==> src/rtl/router_pkg.sv <==
// Shared definitions for the router packet source: widths, header layout,
// FSM state encoding and small byte helpers.
package router_pkg;

    localparam int PKT_DW      = 8;
    localparam int MAX_PAYLOAD = 63;
    localparam int CNT_W       = 7;

    localparam int HDR_LEN_MSB  = 7;
    localparam int HDR_LEN_LSB  = 2;
    localparam int HDR_ADDR_MSB = 1;
    localparam int HDR_ADDR_LSB = 0;

    localparam logic [1:0] ADDR_ILLEGAL = 2'b11;

    typedef enum logic [2:0] {
        ST_IDLE    = 3'd0,
        ST_HEADER  = 3'd1,
        ST_PAYLOAD = 3'd2,
        ST_PARITY  = 3'd3,
        ST_GAP     = 3'd4
    } tx_state_e;

    function automatic logic [7:0] make_header(input logic [5:0] len, input logic [1:0] addr);
        logic [7:0] hdr;
        hdr                            = 8'h00;
        hdr[HDR_LEN_MSB:HDR_LEN_LSB]   = len;
        hdr[HDR_ADDR_MSB:HDR_ADDR_LSB] = addr;
        return hdr;
    endfunction

    function automatic logic [PKT_DW-1:0] parity_fold(input logic [PKT_DW-1:0] acc,
                                                      input logic [PKT_DW-1:0] b);
        return acc ^ b;
    endfunction

endpackage

==> src/rtl/router_pkt_tx_if.sv <==
// Bundle of the packet source's FIFO-load, request and router-facing signals.
interface router_pkt_tx_if
    import router_pkg::*;
#(
    parameter int DW = PKT_DW
);
    logic             wr_en;
    logic [DW-1:0]    wr_data;
    logic             fifo_full;
    logic [CNT_W-1:0] fifo_count;
    logic             start;
    logic [1:0]       dest_addr;
    logic [5:0]       pay_len;
    logic             corrupt_parity;
    logic             busy;
    logic             pkt_valid;
    logic [DW-1:0]    pkt_data;
    logic             tx_idle;
    logic             tx_done;
    logic             req_err;

    modport master (
        input  wr_en, wr_data, start, dest_addr, pay_len, corrupt_parity, busy,
        output fifo_full, fifo_count, pkt_valid, pkt_data, tx_idle, tx_done, req_err
    );

    modport slave (
        output wr_en, wr_data, start, dest_addr, pay_len, corrupt_parity, busy,
        input  fifo_full, fifo_count, pkt_valid, pkt_data, tx_idle, tx_done, req_err
    );
endinterface

==> src/rtl/router_tx_fifo.sv <==
// Synchronous first-word-fall-through payload FIFO; the head byte is always
// visible on rd_data, pushes when full and pops when empty are ignored.
module router_tx_fifo
    import router_pkg::*;
#(
    parameter int DW    = PKT_DW,
    parameter int DEPTH = 64
)(
    input  logic             clock,
    input  logic             reset,
    input  logic             push,
    input  logic [DW-1:0]    wr_data,
    input  logic             pop,
    output logic [DW-1:0]    rd_data,
    output logic [CNT_W-1:0] count,
    output logic             full,
    output logic             empty
);
    localparam int PTR_W = (DEPTH > 1) ? $clog2(DEPTH) : 1;

    logic [DW-1:0]    mem_r [DEPTH];
    logic [PTR_W-1:0] wr_ptr_r;
    logic [PTR_W-1:0] rd_ptr_r;
    logic [CNT_W-1:0] count_r;
    logic             push_ok_s;
    logic             pop_ok_s;

    function automatic logic [PTR_W-1:0] ptr_inc(input logic [PTR_W-1:0] p);
        if (p == PTR_W'(DEPTH - 1)) begin
            return {PTR_W{1'b0}};
        end else begin
            return p + PTR_W'(1);
        end
    endfunction

    assign full      = (count_r == CNT_W'(DEPTH));
    assign empty     = (count_r == CNT_W'(0));
    assign count     = count_r;
    assign push_ok_s = push && !full;
    assign pop_ok_s  = pop && !empty;
    assign rd_data   = mem_r[rd_ptr_r];

    // Storage array write port.
    always_ff @(posedge clock) begin
        if (push_ok_s) begin
            mem_r[wr_ptr_r] <= wr_data;
        end
    end

    // Pointer and occupancy bookkeeping.
    always_ff @(posedge clock) begin
        if (reset) begin
            wr_ptr_r <= {PTR_W{1'b0}};
            rd_ptr_r <= {PTR_W{1'b0}};
            count_r  <= {CNT_W{1'b0}};
        end else begin
            if (push_ok_s) begin
                wr_ptr_r <= ptr_inc(wr_ptr_r);
            end
            if (pop_ok_s) begin
                rd_ptr_r <= ptr_inc(rd_ptr_r);
            end
            case ({push_ok_s, pop_ok_s})
                2'b10:   count_r <= count_r + CNT_W'(1);
                2'b01:   count_r <= count_r - CNT_W'(1);
                default: count_r <= count_r;
            endcase
        end
    end
endmodule

==> src/rtl/router_pkt_tx.sv <==
// Router input-port packet source: buffers payload bytes and, on request,
// emits header, payload and XOR parity under router backpressure.
module router_pkt_tx
    import router_pkg::*;
#(
    parameter int DW         = PKT_DW,
    parameter int FIFO_DEPTH = 64,
    parameter int IPG        = 2
)(
    input logic            clock,
    input logic            reset,
    router_pkt_tx_if.master bus
);
    localparam int            GAP_W     = (IPG > 1) ? $clog2(IPG) : 1;
    localparam logic [DW-1:0] DATA_ZERO = {DW{1'b0}};
    localparam logic [DW-1:0] PAR_FLIP  = {{(DW-1){1'b0}}, 1'b1};

    tx_state_e        state_r, state_s;
    logic [5:0]       len_r, len_s;
    logic [5:0]       remaining_r, remaining_s;
    logic             corrupt_r, corrupt_s;
    logic [DW-1:0]    parity_r, parity_s;
    logic [GAP_W-1:0] gap_r, gap_s;
    logic             pkt_valid_r, pkt_valid_s;
    logic [DW-1:0]    pkt_data_r, pkt_data_s;
    logic             tx_done_r, tx_done_s;
    logic             req_err_r, req_err_s;
    logic             pop_s;
    logic [DW-1:0]    fifo_head_s;
    logic [CNT_W-1:0] fifo_count_s;
    logic             fifo_full_s;
    logic             fifo_empty_s;
    logic [DW-1:0]    hdr_s;
    logic             start_ok_s;

    router_tx_fifo #(.DW(DW), .DEPTH(FIFO_DEPTH)) u_fifo (
        .clock   (clock),
        .reset   (reset),
        .push    (bus.wr_en),
        .wr_data (bus.wr_data),
        .pop     (pop_s && !fifo_empty_s),
        .rd_data (fifo_head_s),
        .count   (fifo_count_s),
        .full    (fifo_full_s),
        .empty   (fifo_empty_s)
    );

    assign hdr_s      = DW'(make_header(bus.pay_len, bus.dest_addr));
    assign start_ok_s = (bus.pay_len != 6'd0) && (bus.dest_addr != ADDR_ILLEGAL)
                        && (fifo_count_s >= {1'b0, bus.pay_len});

    assign bus.fifo_full  = fifo_full_s;
    assign bus.fifo_count = fifo_count_s;
    assign bus.pkt_valid  = pkt_valid_r;
    assign bus.pkt_data   = pkt_data_r;
    assign bus.tx_idle    = (state_r == ST_IDLE);
    assign bus.tx_done    = tx_done_r;
    assign bus.req_err    = req_err_r;

    // Next-state and next-output decode; every byte advances only when busy is low.
    always_comb begin
        state_s     = state_r;
        len_s       = len_r;
        remaining_s = remaining_r;
        corrupt_s   = corrupt_r;
        parity_s    = parity_r;
        gap_s       = gap_r;
        pkt_valid_s = pkt_valid_r;
        pkt_data_s  = pkt_data_r;
        tx_done_s   = 1'b0;
        req_err_s   = 1'b0;
        pop_s       = 1'b0;
        case (state_r)
            ST_IDLE: begin
                if (bus.start && start_ok_s) begin
                    state_s     = ST_HEADER;
                    len_s       = bus.pay_len;
                    corrupt_s   = bus.corrupt_parity;
                    pkt_valid_s = 1'b1;
                    pkt_data_s  = hdr_s;
                    parity_s    = hdr_s;
                end else if (bus.start) begin
                    req_err_s = 1'b1;
                end else begin
                    state_s = ST_IDLE;
                end
            end
            ST_HEADER: begin
                if (!bus.busy) begin
                    state_s     = ST_PAYLOAD;
                    pkt_data_s  = fifo_head_s;
                    pop_s       = 1'b1;
                    parity_s    = parity_fold(parity_r, fifo_head_s);
                    remaining_s = len_r - 6'd1;
                end else begin
                    state_s = ST_HEADER;
                end
            end
            ST_PAYLOAD: begin
                if (!bus.busy && (remaining_r != 6'd0)) begin
                    pkt_data_s  = fifo_head_s;
                    pop_s       = 1'b1;
                    parity_s    = parity_fold(parity_r, fifo_head_s);
                    remaining_s = remaining_r - 6'd1;
                end else if (!bus.busy) begin
                    state_s     = ST_PARITY;
                    pkt_valid_s = 1'b0;
                    pkt_data_s  = corrupt_r ? (parity_r ^ PAR_FLIP) : parity_r;
                end else begin
                    state_s = ST_PAYLOAD;
                end
            end
            ST_PARITY: begin
                if (!bus.busy) begin
                    state_s    = ST_GAP;
                    tx_done_s  = 1'b1;
                    pkt_data_s = DATA_ZERO;
                    gap_s      = {GAP_W{1'b0}};
                end else begin
                    state_s = ST_PARITY;
                end
            end
            ST_GAP: begin
                if (gap_r == GAP_W'(IPG - 1)) begin
                    state_s = ST_IDLE;
                end else begin
                    gap_s = gap_r + GAP_W'(1);
                end
            end
            default: begin
                state_s     = ST_IDLE;
                pkt_valid_s = 1'b0;
                pkt_data_s  = DATA_ZERO;
            end
        endcase
    end

    // State and registered-output update; reset aborts any packet in flight.
    always_ff @(posedge clock) begin
        if (reset) begin
            state_r     <= ST_IDLE;
            len_r       <= 6'd0;
            remaining_r <= 6'd0;
            corrupt_r   <= 1'b0;
            parity_r    <= DATA_ZERO;
            gap_r       <= {GAP_W{1'b0}};
            pkt_valid_r <= 1'b0;
            pkt_data_r  <= DATA_ZERO;
            tx_done_r   <= 1'b0;
            req_err_r   <= 1'b0;
        end else begin
            state_r     <= state_s;
            len_r       <= len_s;
            remaining_r <= remaining_s;
            corrupt_r   <= corrupt_s;
            parity_r    <= parity_s;
            gap_r       <= gap_s;
            pkt_valid_r <= pkt_valid_s;
            pkt_data_r  <= pkt_data_s;
            tx_done_r   <= tx_done_s;
            req_err_r   <= req_err_s;
        end
    end
endmodule

==> src/flat_wrapper.sv <==
// flat-port wrapper written by rule: the top's interface ports become plain ports
module router_pkt_tx_flat import router_pkg::*;
#(
    parameter int DW         = PKT_DW,
    parameter int FIFO_DEPTH = 64,
    parameter int IPG        = 2
)
  (clock, reset, bus_wr_en, bus_wr_data, bus_start, bus_dest_addr, bus_pay_len, bus_corrupt_parity, bus_busy, bus_fifo_full, bus_fifo_count, bus_pkt_valid, bus_pkt_data, bus_tx_idle, bus_tx_done, bus_req_err);
  router_pkt_tx_if #(.DW(DW)) bus_i ();
  input logic clock;
  input logic reset;
  input wire logic [$bits(bus_i.wr_en)-1:0] bus_wr_en;
  input wire logic [$bits(bus_i.wr_data)-1:0] bus_wr_data;
  input wire logic [$bits(bus_i.start)-1:0] bus_start;
  input wire logic [$bits(bus_i.dest_addr)-1:0] bus_dest_addr;
  input wire logic [$bits(bus_i.pay_len)-1:0] bus_pay_len;
  input wire logic [$bits(bus_i.corrupt_parity)-1:0] bus_corrupt_parity;
  input wire logic [$bits(bus_i.busy)-1:0] bus_busy;
  output wire logic [$bits(bus_i.fifo_full)-1:0] bus_fifo_full;
  output wire logic [$bits(bus_i.fifo_count)-1:0] bus_fifo_count;
  output wire logic [$bits(bus_i.pkt_valid)-1:0] bus_pkt_valid;
  output wire logic [$bits(bus_i.pkt_data)-1:0] bus_pkt_data;
  output wire logic [$bits(bus_i.tx_idle)-1:0] bus_tx_idle;
  output wire logic [$bits(bus_i.tx_done)-1:0] bus_tx_done;
  output wire logic [$bits(bus_i.req_err)-1:0] bus_req_err;
  assign bus_i.wr_en = bus_wr_en;
  assign bus_i.wr_data = bus_wr_data;
  assign bus_i.start = bus_start;
  assign bus_i.dest_addr = bus_dest_addr;
  assign bus_i.pay_len = bus_pay_len;
  assign bus_i.corrupt_parity = bus_corrupt_parity;
  assign bus_i.busy = bus_busy;
  assign bus_fifo_full = bus_i.fifo_full;
  assign bus_fifo_count = bus_i.fifo_count;
  assign bus_pkt_valid = bus_i.pkt_valid;
  assign bus_pkt_data = bus_i.pkt_data;
  assign bus_tx_idle = bus_i.tx_idle;
  assign bus_tx_done = bus_i.tx_done;
  assign bus_req_err = bus_i.req_err;
  router_pkt_tx #(.DW(DW), .FIFO_DEPTH(FIFO_DEPTH), .IPG(IPG)) u_core (.clock(clock), .reset(reset), .bus(bus_i));
endmodule
==> config.mk <==
export PLATFORM = sky130hd
export DESIGN_NAME = router_pkt_tx_flat
export DESIGN_NICKNAME = d
export VERILOG_FILES = /design/src/rtl/router_pkg.sv /design/src/rtl/router_pkt_tx_if.sv /design/src/rtl/router_tx_fifo.sv /design/src/rtl/router_pkt_tx.sv /design/src/flat_wrapper.sv
export SDC_FILE = /design/constraint.sdc
export NUM_CORES = 1
export LEC_CHECK = 0
export BUFFER_PORTS_ARGS = -buffer_cell sky130_fd_sc_hd__buf_2
export CORE_MARGIN = 5
export CORE_UTILIZATION = 65
export DETAILED_ROUTE_END_ITERATION = 16
export PLACE_DENSITY = 0.89
export SYNTH_ARGS = -nofsm -noshare
export SYNTH_HDL_FRONTEND = slang
export SYNTH_HIERARCHICAL = 1
export SYNTH_SLANG_ARGS = --single-unit
export TNS_END_PERCENT = 30
==> constraint.sdc <==
create_clock -name clock -period 5.85 [get_ports clock]
set_input_delay 0.8775 -clock clock [delete_from_list [all_inputs] [get_ports clock]]
set_output_delay 0.8775 -clock clock [all_outputs]
set_load 0.01 [all_outputs]
==> impl_metrics.yaml <==
run_status:
  status: "finished clean"
die:
  design.die.area_um2: 40200
  std_cell_rows: 69
  design.portCount: 42
  start_util_pct: 66.1
  die-height_um: 200
  dieWidth_um: 200
  core_um2: 35700
sta:
  finalCritPeriodShare_pct: 73.1
  timing_max_transition_violations_final: 0
  setup-tns-final_ns: 0
  final_hold_viol_count: 0
  setup_viol_count_final: 0
  timing.max_slew.rel_slack_pct: 11.1
  fmaxAchievable_mhz: 234
  timing.hold.ws_ns: 0.474
  grt_setup_unrepaired: "no"
  fin_skew_ns: 0.0235
  worst_slew_pin_slew_ns: 1.33
  fin_crit_ns: 4.28
placed_design:
  placer_congestion: 0.893
  detailedPlacementHpwl_um: 31700
  dp.cells: 1803
  numPortBuffers: 41
synth:
  syn_nets: 1400
  netlist.area_leader.share_pct: 65.2
  yosys.area.top_type: "edfxtp_1"
  synth_seq_area_share_pct: 70.4
  synth_cells: 1366
  syn-cell-area_um2: 23600
  ys_dominant_reg_cell: "edfxtp_1"
  async_set_or_reset_register_ratio_after_synthesis_pct: 0
  ys_ff_latch: 573
  synth_warnings: 6
  synth_enable_flop_cells: 512
  synth.area.top_cells: "edfxtp_1 65%, mux4_2 12%, dfxtp_1 5.2%"
  syn_area_per_cell_um2: 17.3
  netlist_cell_types: 79
setup_path:
  type_of_element_capturing_the_critical_path: "register"
  timing.critical_path.max_delay_family: "compound AO/OA/AOI/OAI gates"
  rr_endpoint: "u_core/u_fifo/count[4]"
  setup.worst_path.class: "register to register"
  cpPeakStageDelay_ns: 0.94
  rr_startpoint: "u_core/state_r[0]"
  crit_path_cell_trace: "nand2b_1 > a21oi_1 > o21ai_2 > nor2_1 > o31a_1 > ha_1 > xor2_1 > ha_1 > a21o_1 > a32o_1 > a21oi_1 > mux2i_1 > mux2_2"
  cp.required_ns: 6.33
  worst-endpoint-arrival_ns: 4.75
  critical_path_buf_inv_count: 0
  reg2reg_slack_ns: 1.57
  worst_r2r_path_depth: 13
  cp_depth: 13
  timing.critical_path.fanout_max: 19
  timing.critical_path.from_type: "register"
  cp_slowest_cell: "dfxtp_1"
power_and_ir_drop:
  p_int_mw: 6.51
  pwr_density_cell_nw_per_um2: 317
  p_sw_mw: 1.66
  combinationalPowerShare_pct: 2.7
  netSwitchingFraction_pct: 20.3
  clock_power_share_pct: 42.3
  static-leakage-power_nw: 8.06
  p_seq_share_pct: 55.0
  irDropWorstVdd_mv: 0.235
cts:
  clkSlewWorstSetupHoldPaths_ns: 0.06
  cts-root-buf: "clkbuf_16"
  tritoncts: "built"
  post_cts_resize_count: 0
  htree_levels: 2
  cts-buffers-inserted: 54
  worstSkewPairLatency_ns: 0.61
  clkSinkCount: 573
  post-cts-setup-buffers: 0
  cts_buffer_depth: 3
  postCtsHoldBufs: 0
route:
  route.antenna.remaining_nets: 0
  detailroute.via_count: 13800
  viasPerCell: 7.24
  first_drt_iteration_drcs: 2031
  remaining_drc_errors: 0
  number_of_optimization_iterations_in_the_first_detailed_route_pass: 7
  detail_route.wl_per_cell_um: 30.0
  totalWireLength_um: 57000
global_route:
  largest_net_degree_at_the_start_of_global_routing: 65
  global_route.overflow_total: 0
  global_route_wire_length_before_repair_um: 86400
  grt_util_all_layers_pct: 28.3
  first_global_vias: 13700
  antenna_violations_before_repair: 1
run:
  maxCapViolations: 0
layout:
  fillers: 1945
  final-instance-count-excl-fill: 1900
  seq_area_um2: 16600
  layout-area-overhead-vs-synth_pct: 9.47
  multi_input_area_um2: 6490
  final_net_count: 1432
  drive_above_1_share_pct: 20.4
hold_path:
  hold_endpoint: "u_core/bus.pkt_data[0]"
  worstHoldPathType: "register to register"
  timing.hold.worst_path_depth: 2
  timing.hold.worst.start: "u_core/bus.pkt_data[0]"
worst max-delay path by stage:
| stage | startpoint | to | slack [ns] |
|---|---|---|---|
| 2_1_floorplan | bus_busy | u_core/u_fifo/count[4] | 1.77 |
| 3_3_place_gp | bus_busy | u_core/u_fifo/count[4] | 1.59 |
| 3_5_place_dp | bus_busy | u_core/u_fifo/count[4] | 1.48 |
| 4_1_cts | u_core/state_r[0] | u_core/u_fifo/count[4] | 1.64 |
| 5_1_grt | u_core/state_r[0] | u_core/u_fifo/count[4] | 1.30 |
| 6_report | u_core/state_r[0] | u_core/u_fifo/count[4] | 1.57 |
logic make-up (layout without fill, tap and decap cells):
| logic type | Yosys count | in the layout | synth area share [%] |
|---|---|---|---|
| and+or+nand+nor | 325 | 325 | 6.81 |
| adders and majority gates | 12 | 12 | 0.637 |
| xor gates and xnor gates | 12 | 12 | 0.446 |
| other | 0 | 1 | 0 |
| buffers and inverters | 94 | 166 | 2.01 |
| muxes | 186 | 186 | 14.8 |
| AOI/OAI and AO/OA | 164 | 164 | 4.84 |
| DFF | 573 | 573 | 70.4 |
routing by layer:
layer / up-vias / wire length [um] / global-route usage (%)
li1: 5507 / - / -
met1: 6913 / 19800 / 38.0
met2: 1114 / 27600 / 45.7
met3: 216 / 6890 / 7.05
met4: 2 / 2700 / 11.2
met5: - / 14 / 0
power by group through the flow:
stage          registers (mW)  logic [mW]  clock network [mW]
2_1_floorplan            4.57       0.105                   0
3_5_place_dp             4.58       0.210                   0
4_1_cts                  4.49       0.213                3.48
6_report                 4.49       0.220                3.45
3_3_place_gp             4.57       0.198                   0
5_1_grt                  4.49       0.234                3.68
registers in the layout, summed over array words and instances, names as in the netlist, named ones only:
name / cells
u_core/bus.pkt_data: 8
u_core/bus.pkt_valid: 1
u_core/bus.req_err: 1
u_core/bus.tx_done: 1
u_core/corrupt_r: 1
u_core/gap_r: 1
u_core/len_r: 6
u_core/parity_r: 8
u_core/remaining_r: 6
u_core/state_r: 3
u_core/u_fifo/count: 7
u_core/u_fifo/mem_r: 512
u_core/u_fifo/rd_ptr_r: 6
u_core/u_fifo/wr_ptr_r: 6
metrics by stage:
| stage | instance area (um^2) | power (mW) | util, % | setup slack (ns) |
|---|---|---|---|---|
| after CTS | 25800 | 8.18 | 72.3 | 1.64 |
| after global routing | 25800 | 8.41 | 72.3 | 1.30 |
| after global placement | 24100 | 4.77 | 67.5 | 1.59 |
| after floorplan | 23600 | 4.67 | - | 1.77 |
| after detailed placement | 24100 | 4.79 | 67.5 | 1.48 |
| final | 25800 | 8.17 | 72.3 | 1.57 |
Yosys cell counts, types with 5 or more instances:
cell type,number
o21ai_0,27
o21ai_1,8
nand2b_1,11
a21oi_1,38
nand2_1,50
xnor2_1,5
a22oi_1,11
inv_1,13
mux4_2,130
buf_1,7
o22ai_1,9
nor3_1,14
mux2i_1,52
nor4_1,5
nand3_1,18
dfxtp_1,61
clkbuf_1,26
buf_6,6
ha_1,12
edfxtp_1,512
nand4_1,8
a31oi_1,10
buf_2,31
a221o_1,7
or3_1,5
a221oi_1,7
a211oi_1,6
nor2_1,146
nor2b_1,14
xor2_1,7
or2_1,5
buf_4,7
a21o_1,5
and3_1,7
nor3b_1,10
cells in the final DEF, fill, tap and decap left out, types with 5 or more instances in the layout:
cell       instances
a211oi_1           6
a21o_1             5
a21oi_1           38
a221o_1            7
a221oi_1           7
a22oi_1           11
a31oi_1           10
and3_1             7
buf_2             41
buf_4             12
bufinv_16          5
clkbuf_1          12
clkbuf_16         55
clkinv_1           8
clkinv_2           8
dfxtp_1           58
edfxtp_1         512
ha_1              12
inv_1             13
mux2i_1           52
mux4_2           130
nand2_1           50
nand2b_1          11
nand3_1           18
nand4_1            8
nor2_1           146
nor2b_1           14
nor3_1            14
nor3b_1           10
nor4_1             5
o21ai_0           27
o21ai_1            8
o22ai_1            9
or2_1              5
or3_1              5
xnor2_1            5
xor2_1             7
worst register-to-register path, stage by stage, from the launching register on:
cell	delay, ns
dfxtp_1	0.94
nand2b_1	0.16
a21oi_1	0.29
o21ai_2	0.20
nor2_1	0.13
o31a_1	0.33
ha_1	0.52
xor2_1	0.13
ha_1	0.24
a21o_1	0.18
a32o_1	0.25
a21oi_1	0.21
mux2i_1	0.22
mux2_2	0.34
cell type report:
class                           instances  share of cell area (%)
Inverter                               16                   0.233
Clock buffer                           70                    5.67
Sequential cell                       573                    64.4
Multi-Input combinational cell        699                    25.2
Antenna cell                            1                 0.00970
Clock inverter                         26                    1.07
Timing Repair Buffer                   54                    1.22
Tap cell                              461                    2.24
No activity file was read; power rests on OpenSTA's default activity.
